## config.mk

```make
export PLATFORM = sky130hd
export DESIGN_NAME = serial_reg_bank
export DESIGN_NICKNAME = d
export VERILOG_FILES = /design/src/rtl/serial_reg_pkg.sv /design/src/rtl/serial_reg_bank_regfile.sv /design/src/rtl/serial_reg_bank.sv
export SDC_FILE = /design/constraint.sdc
export NUM_CORES = 1
export LEC_CHECK = 0
export CAP_MARGIN = 20
export CORE_ASPECT_RATIO = 0.8
export CORE_MARGIN = 1
export CORE_UTILIZATION = 31
export DETAILED_ROUTE_END_ITERATION = 8
export RECOVER_POWER = 25
export SLEW_MARGIN = 10
export SYNTH_ARGS = -nofsm -noshare
export SYNTH_HDL_FRONTEND = slang
export SYNTH_SLANG_ARGS = --single-unit
```

## constraint.sdc

```tcl
create_clock -name clk -period 14.75 [get_ports clk]
set_input_delay 3.6875 -clock clk [delete_from_list [all_inputs] [get_ports clk]]
set_output_delay 3.6875 -clock clk [all_outputs]
set_load 0.005 [all_outputs]
```

## src/rtl/serial_reg_pkg.sv

```systemverilog
// +----------------------------------------------------------------------------+
// | serial_reg_pkg                                                             |
// | Shared constants and FSM state type for the serial control-register bank.  |
// | Revision: 1.0                                                              |
// +----------------------------------------------------------------------------+
`default_nettype none

package serial_reg_pkg;

    localparam int         DEFAULT_NUM_REGS = 64;

    localparam logic [6:0] ADDR_COMMIT = 7'h30;
    localparam logic [6:0] ADDR_CTRL   = 7'h32;
    localparam logic [6:0] ADDR_STATUS = 7'h33;

    typedef enum logic [0:0] {
        NOADDR = 1'b0,
        READY  = 1'b1
    } state_e;

endpackage

`default_nettype wire

```

## src/rtl/serial_reg_bank_regfile.sv

```systemverilog
// +----------------------------------------------------------------------------+
// | nibble_regfile                                                             |
// | NUM_REGS x 4-bit storage: one write port, registered byte readback and a   |
// | flat view of all nibbles for operand assembly.                             |
// | Revision: 1.0                                                              |
// +----------------------------------------------------------------------------+
`default_nettype none

module nibble_regfile #(
    parameter int NUM_REGS = 64
) (
    input  logic                    clk,
    input  logic                    areset,
    input  logic                    we_i,
    input  logic [6:0]              waddr_i,
    input  logic [3:0]              wdata_i,
    input  logic [6:0]              raddr_i,
    input  logic                    alt_sel_i,
    input  logic [3:0]              alt_data_i,
    output logic [7:0]              rdata_o,
    output logic [4*NUM_REGS-1:0]   flat_o
);

    localparam int AW = (NUM_REGS > 1) ? $clog2(NUM_REGS) : 1;

    logic [3:0] mem_q [NUM_REGS];
    logic [7:0] rdata_q;
    logic       rd_in_range;

    assign rd_in_range = ({1'b0, raddr_i} < 8'(NUM_REGS));

    // The alternate nibble lets the owner map a non-stored status bit into readback.
    always_ff @(posedge clk or posedge areset) begin
        if (areset) begin
            for (int i = 0; i < NUM_REGS; i++) begin
                mem_q[i] <= 4'h0;
            end
            rdata_q <= 8'h00;
        end else begin
            if (we_i) begin
                mem_q[waddr_i[AW-1:0]] <= wdata_i;
            end
            if (alt_sel_i) begin
                rdata_q <= {4'h0, alt_data_i};
            end else if (rd_in_range) begin
                rdata_q <= {4'h0, mem_q[raddr_i[AW-1:0]]};
            end else begin
                rdata_q <= 8'h00;
            end
        end
    end

    for (genvar i = 0; i < NUM_REGS; i++) begin : g_flat
        assign flat_o[4*i +: 4] = mem_q[i];
    end

    assign rdata_o = rdata_q;

endmodule

`default_nettype wire

```

## src/rtl/serial_reg_bank.sv

```systemverilog
// +----------------------------------------------------------------------------+
// | serial_reg_bank                                                            |
// | Byte-stream driven register bank with committed operand snapshot output.   |
// | Option: define REG_AUTOINC_EN to post-increment addr after data bytes.     |
// | Revision: 1.0                                                              |
// +----------------------------------------------------------------------------+
`default_nettype none

module serial_reg_bank
    import serial_reg_pkg::*;
#(
    parameter int NUM_REGS = DEFAULT_NUM_REGS,
    parameter int A_BASE   = 0,
    parameter int B_BASE   = 16
) (
    input  logic        clk,
    input  logic        areset,
    input  logic        rx_valid,
    input  logic [7:0]  rx_data,
    output logic [63:0] operand_a,
    output logic [63:0] operand_b,
    output logic        operand_valid,
    input  logic        operand_ready,
    output logic        output_on,
    output logic        overrun,
    output logic [7:0]  tx_data
);

    state_e                 state_q;
    logic [6:0]             addr_q,  addr_d;
    logic [63:0]            op_a_q,  op_a_d;
    logic [63:0]            op_b_q,  op_b_d;
    logic                   valid_q, valid_d;
    logic                   ovr_q,   ovr_d;
    logic [4*NUM_REGS-1:0]  regs_flat;

    logic is_addr, is_data, in_range, is_status, reg_we, commit_req, commit_take;

    assign is_addr     = rx_valid &  rx_data[7];
    assign is_data     = rx_valid & ~rx_data[7] & (state_q == READY);
    assign in_range    = ({1'b0, addr_q} < 8'(NUM_REGS));
    assign is_status   = (addr_q == ADDR_STATUS);
    assign reg_we      = is_data & in_range & ~is_status;
    assign commit_req  = is_data & (addr_q == ADDR_COMMIT) & rx_data[0];
    assign commit_take = commit_req & (~valid_q | operand_ready);

    always_comb begin
        addr_d  = addr_q;
        op_a_d  = op_a_q;
        op_b_d  = op_b_q;
        valid_d = valid_q;
        ovr_d   = ovr_q;

        if (is_addr) begin
            addr_d = rx_data[6:0];
        end else if (is_data) begin
`ifdef REG_AUTOINC_EN
            addr_d = addr_q + 7'd1;
`else
            addr_d = addr_q;
`endif
        end

        // Snapshot uses the file before this byte's write; a load during an accept keeps valid high.
        if (commit_take) begin
            op_a_d  = regs_flat[4*A_BASE +: 64];
            op_b_d  = regs_flat[4*B_BASE +: 64];
            valid_d = 1'b1;
        end else if (valid_q & operand_ready) begin
            valid_d = 1'b0;
        end

        if (is_data & is_status) begin
            ovr_d = 1'b0;
        end else if (commit_req & ~commit_take) begin
            ovr_d = 1'b1;
        end
    end

    always_ff @(posedge clk or posedge areset) begin
        if (areset) begin
            state_q <= NOADDR;
            addr_q  <= 7'h00;
            op_a_q  <= 64'h0;
            op_b_q  <= 64'h0;
            valid_q <= 1'b0;
            ovr_q   <= 1'b0;
        end else begin
            case (state_q)
                NOADDR:  state_q <= is_addr ? READY : NOADDR;
                READY:   state_q <= READY;
                default: state_q <= NOADDR;
            endcase
            addr_q  <= addr_d;
            op_a_q  <= op_a_d;
            op_b_q  <= op_b_d;
            valid_q <= valid_d;
            ovr_q   <= ovr_d;
        end
    end

    nibble_regfile #(
        .NUM_REGS (NUM_REGS)
    ) u_regfile (
        .clk        (clk),
        .areset     (areset),
        .we_i       (reg_we),
        .waddr_i    (addr_q),
        .wdata_i    (rx_data[3:0]),
        .raddr_i    (addr_q),
        .alt_sel_i  (is_status),
        .alt_data_i ({3'b000, ovr_q}),
        .rdata_o    (tx_data),
        .flat_o     (regs_flat)
    );

    assign operand_a     = op_a_q;
    assign operand_b     = op_b_q;
    assign operand_valid = valid_q;
    assign overrun       = ovr_q;
    assign output_on     = regs_flat[4*int'(ADDR_CTRL)];

endmodule

`default_nettype wire

```

==> results.ini <==
[outcome]
status = complete, but fails checks
failed_checks = max-capacitance violations, max-slew violations

[yosys]
yosysUniqueCellTypes = 59
syn_area_um2 = 18000
synth_top_area_frac = 0.554
yosys_warnings = 0
yosys-top-cells-count = 398 x dfrtp_1, 289 x mux2_2, 120 x mux2_4, 47 x nor2_1, 46 x mux2i_1
syn_avg_cell_area_um2 = 14.6
synth_top_area_cell = dfrtp_1
ys_seq_area_frac = 0.554
synthArstFlopShare = 1.00
synth_edf_count = 0
synth-seq-cells = 398
synthCells = 1233
synth.most_common_cell = dfrtp_1
synth.area.top_cells = dfrtp_1 55%, mux2_2 18%, mux2_4 10%
synth-main-ff-cell = dfrtp_1

[worst_setup_path]
cp_slowest_stage_delay_ns = 0.64
worstPathArrival_ns = 7.60
slowest_stage = nand3_4
crit_family = simple AND/OR/NAND/NOR gates
cp-start-kind = primary input
crit_fanout = 94
crit_type = in2reg
critical_path_required_ns = 15.21
end_kind = flop
cp_num_buf_inv = 2
path_cells = dlygate4sd3_1 > and4bb_1 > nand3_1 > nor2_1 > nand3_4 > buf_12 > mux2_4

[timing]
fin_crit_sh = 0.484
rsz0062_at_grt = false
final.setup_skew_ns = 0.0302
setup_tns_ns = 0
fmax_ghz = 0.140
hold_ws_ns = 0.374
maxSlewHeadroom = -1.40
period_minus_slack_ns = 7.15
worstMarginPinSlew_ns = 3.60
setup_violations = 0
finalMaxSlewViolations = 86
hold_viol = 0

[routing]
drt_iter0_drc = 822
first_pass_iters = 4
avgRoutedWirePerCell_um = 22.7
viasPerCell = 5.10
drtAntennaViolNets = 0
route.vias.total = 10949
drc = 0
wirelength_um = 48700

[layout]
fin_nets = 1369
stdcell_count = 2148
design_area_um2 = 21400
syn_to_final_growth_pct = 19.3
drive_above_1_share = 0.373

[floorplan]
start_util = 0.315
core_region_area_um2 = 57000
io_pins = 151
die_area_um2 = 59000
die_h_um = 217
die_w_um = 271
num_rows = 78

[place]
port_buffers = 146
dpl.cell_count = 2070
gp_congestion = 0.788
place_area_um2 = 20000
hpwlAfterDp_um = 31600

[hold_path]
hold_path_class = reg2reg

[clock_network]
cts-buffers-inserted = 44
cts_max_level = 2
clockBufferDepth = 3
root_buffer = clkbuf_16
clkTransAtPathRegs_ns = 0.06
clock-sinks = 398
cts_tree = done
cts_setup_buffers = 0
cts_resized = 0
cts.hold.buffers_added = 0
insertion_delay_ns = 0.60

[pwr]
ir_worst_vdd_mv = 0.0691
p_per_area_nw_per_um2 = 124
p_leak_nw = 10.3

[global_routing]
grt_use_total = 0.165
antenna_found_initial = 2
grt_pass1_vias = 11400
overflow = 0
grt_pass1_wl_um = 74500
grt_max_degree = 170

[job]
drv_cap = 2

-- power breakdown --
group          internal, mW  switching (mW)  total [mW]  leakage (nW)
sequential             1.17          0.0756        1.25          5.49
clock                 0.637           0.462        1.10         0.703
combinational         0.136           0.174       0.311          4.14
-- metal layers --
metal | vias up | global-route usage | routed length, µm
li1 | 4747 | - | -
met1 | 5813 | 0.232 | 22300
met2 | 302 | 0.256 | 22500
met3 | 83 | 0.0328 | 2660
met4 | 4 | 0.0532 | 1230
met5 | - | 0 | 27
-- final timing paths --
check                                                    end                               from  slack (ns)  depth (start not counted)
min                        u_regfile.flat_o[207]$_DFFE_PP0P_  u_regfile.flat_o[207]$_DFFE_PP0P_        0.37                          0
max reg2reg                   u_regfile.rdata_o[3]$_DFF_PP0_              addr_q[2]$_DFFE_PP0P_        8.17                          6
max in group asynchronous          operand_b[41]$_DFFE_PP0P_                             areset        7.73                          6
min in group asynchronous           operand_b[3]$_DFFE_PP0P_                             areset        3.88                          3
max                                operand_b[46]$_DFFE_PP0P_                           rx_valid        7.60                          7
min reg2reg                u_regfile.flat_o[207]$_DFFE_PP0P_  u_regfile.flat_o[207]$_DFFE_PP0P_        0.37                          0
-- flip-flops by register name, indices dropped and copies added, names as in the netlist --
name and cells:
state_q 1, operand_a 64, overrun 1, operand_valid 1, operand_b 64, u_regfile.flat_o 256
addr_q 7, u_regfile.rdata_o 4
-- per-stage QoR --
stage / setup WS (ns) / util / power (mW)
CTS: 8.31 / 0.376 / 2.68
global placement: 7.74 / 0.351 / 1.56
floorplan: 5.70 / - / 1.46
detailed placement: 7.70 / 0.351 / 1.57
finish: 7.60 / 0.376 / 2.66
global route: 7.11 / 0.376 / 2.76
-- cell type report --
cell class | instances | area [µm²]
repair buffers | 166 | 1630
clock inverters | 14 | 189
flip-flops and latches | 398 | 9960
multi-input cells | 741 | 7430
fillers | 5422 | 35500
diodes | 1 | 2.50
inverters | 6 | 23.8
clock buffers | 62 | 1260
well taps | 760 | 951
-- layout by cell type, fill, tap and decap left out, types with 8 or more instances in the layout --
master           instances
dlygate4sd3_1           14
nor2_1                  48
mux2_2                 289
dfrtp_1                397
mux4_2                  10
a21oi_1                  8
nand3_1                 12
a221oi_1                26
mux2i_1                 46
nand2_1                 43
clkbuf_8                 9
clkbuf_16               44
clkbuf_1                11
a22oi_1                 30
mux2_4                 120
o21ai_0                 10
and3b_1                  8
buf_4                   15
clkdlybuf4s50_1        128
-- cells by family after synthesis --
group | share of synthesized area
other cells | 0.000209
flops | 0.554
mux | 0.321
simple gates | 0.0467
buf+inv | 0.0321
compound gates | 0.0456
No activity file was read; power rests on OpenSTA's default activity.
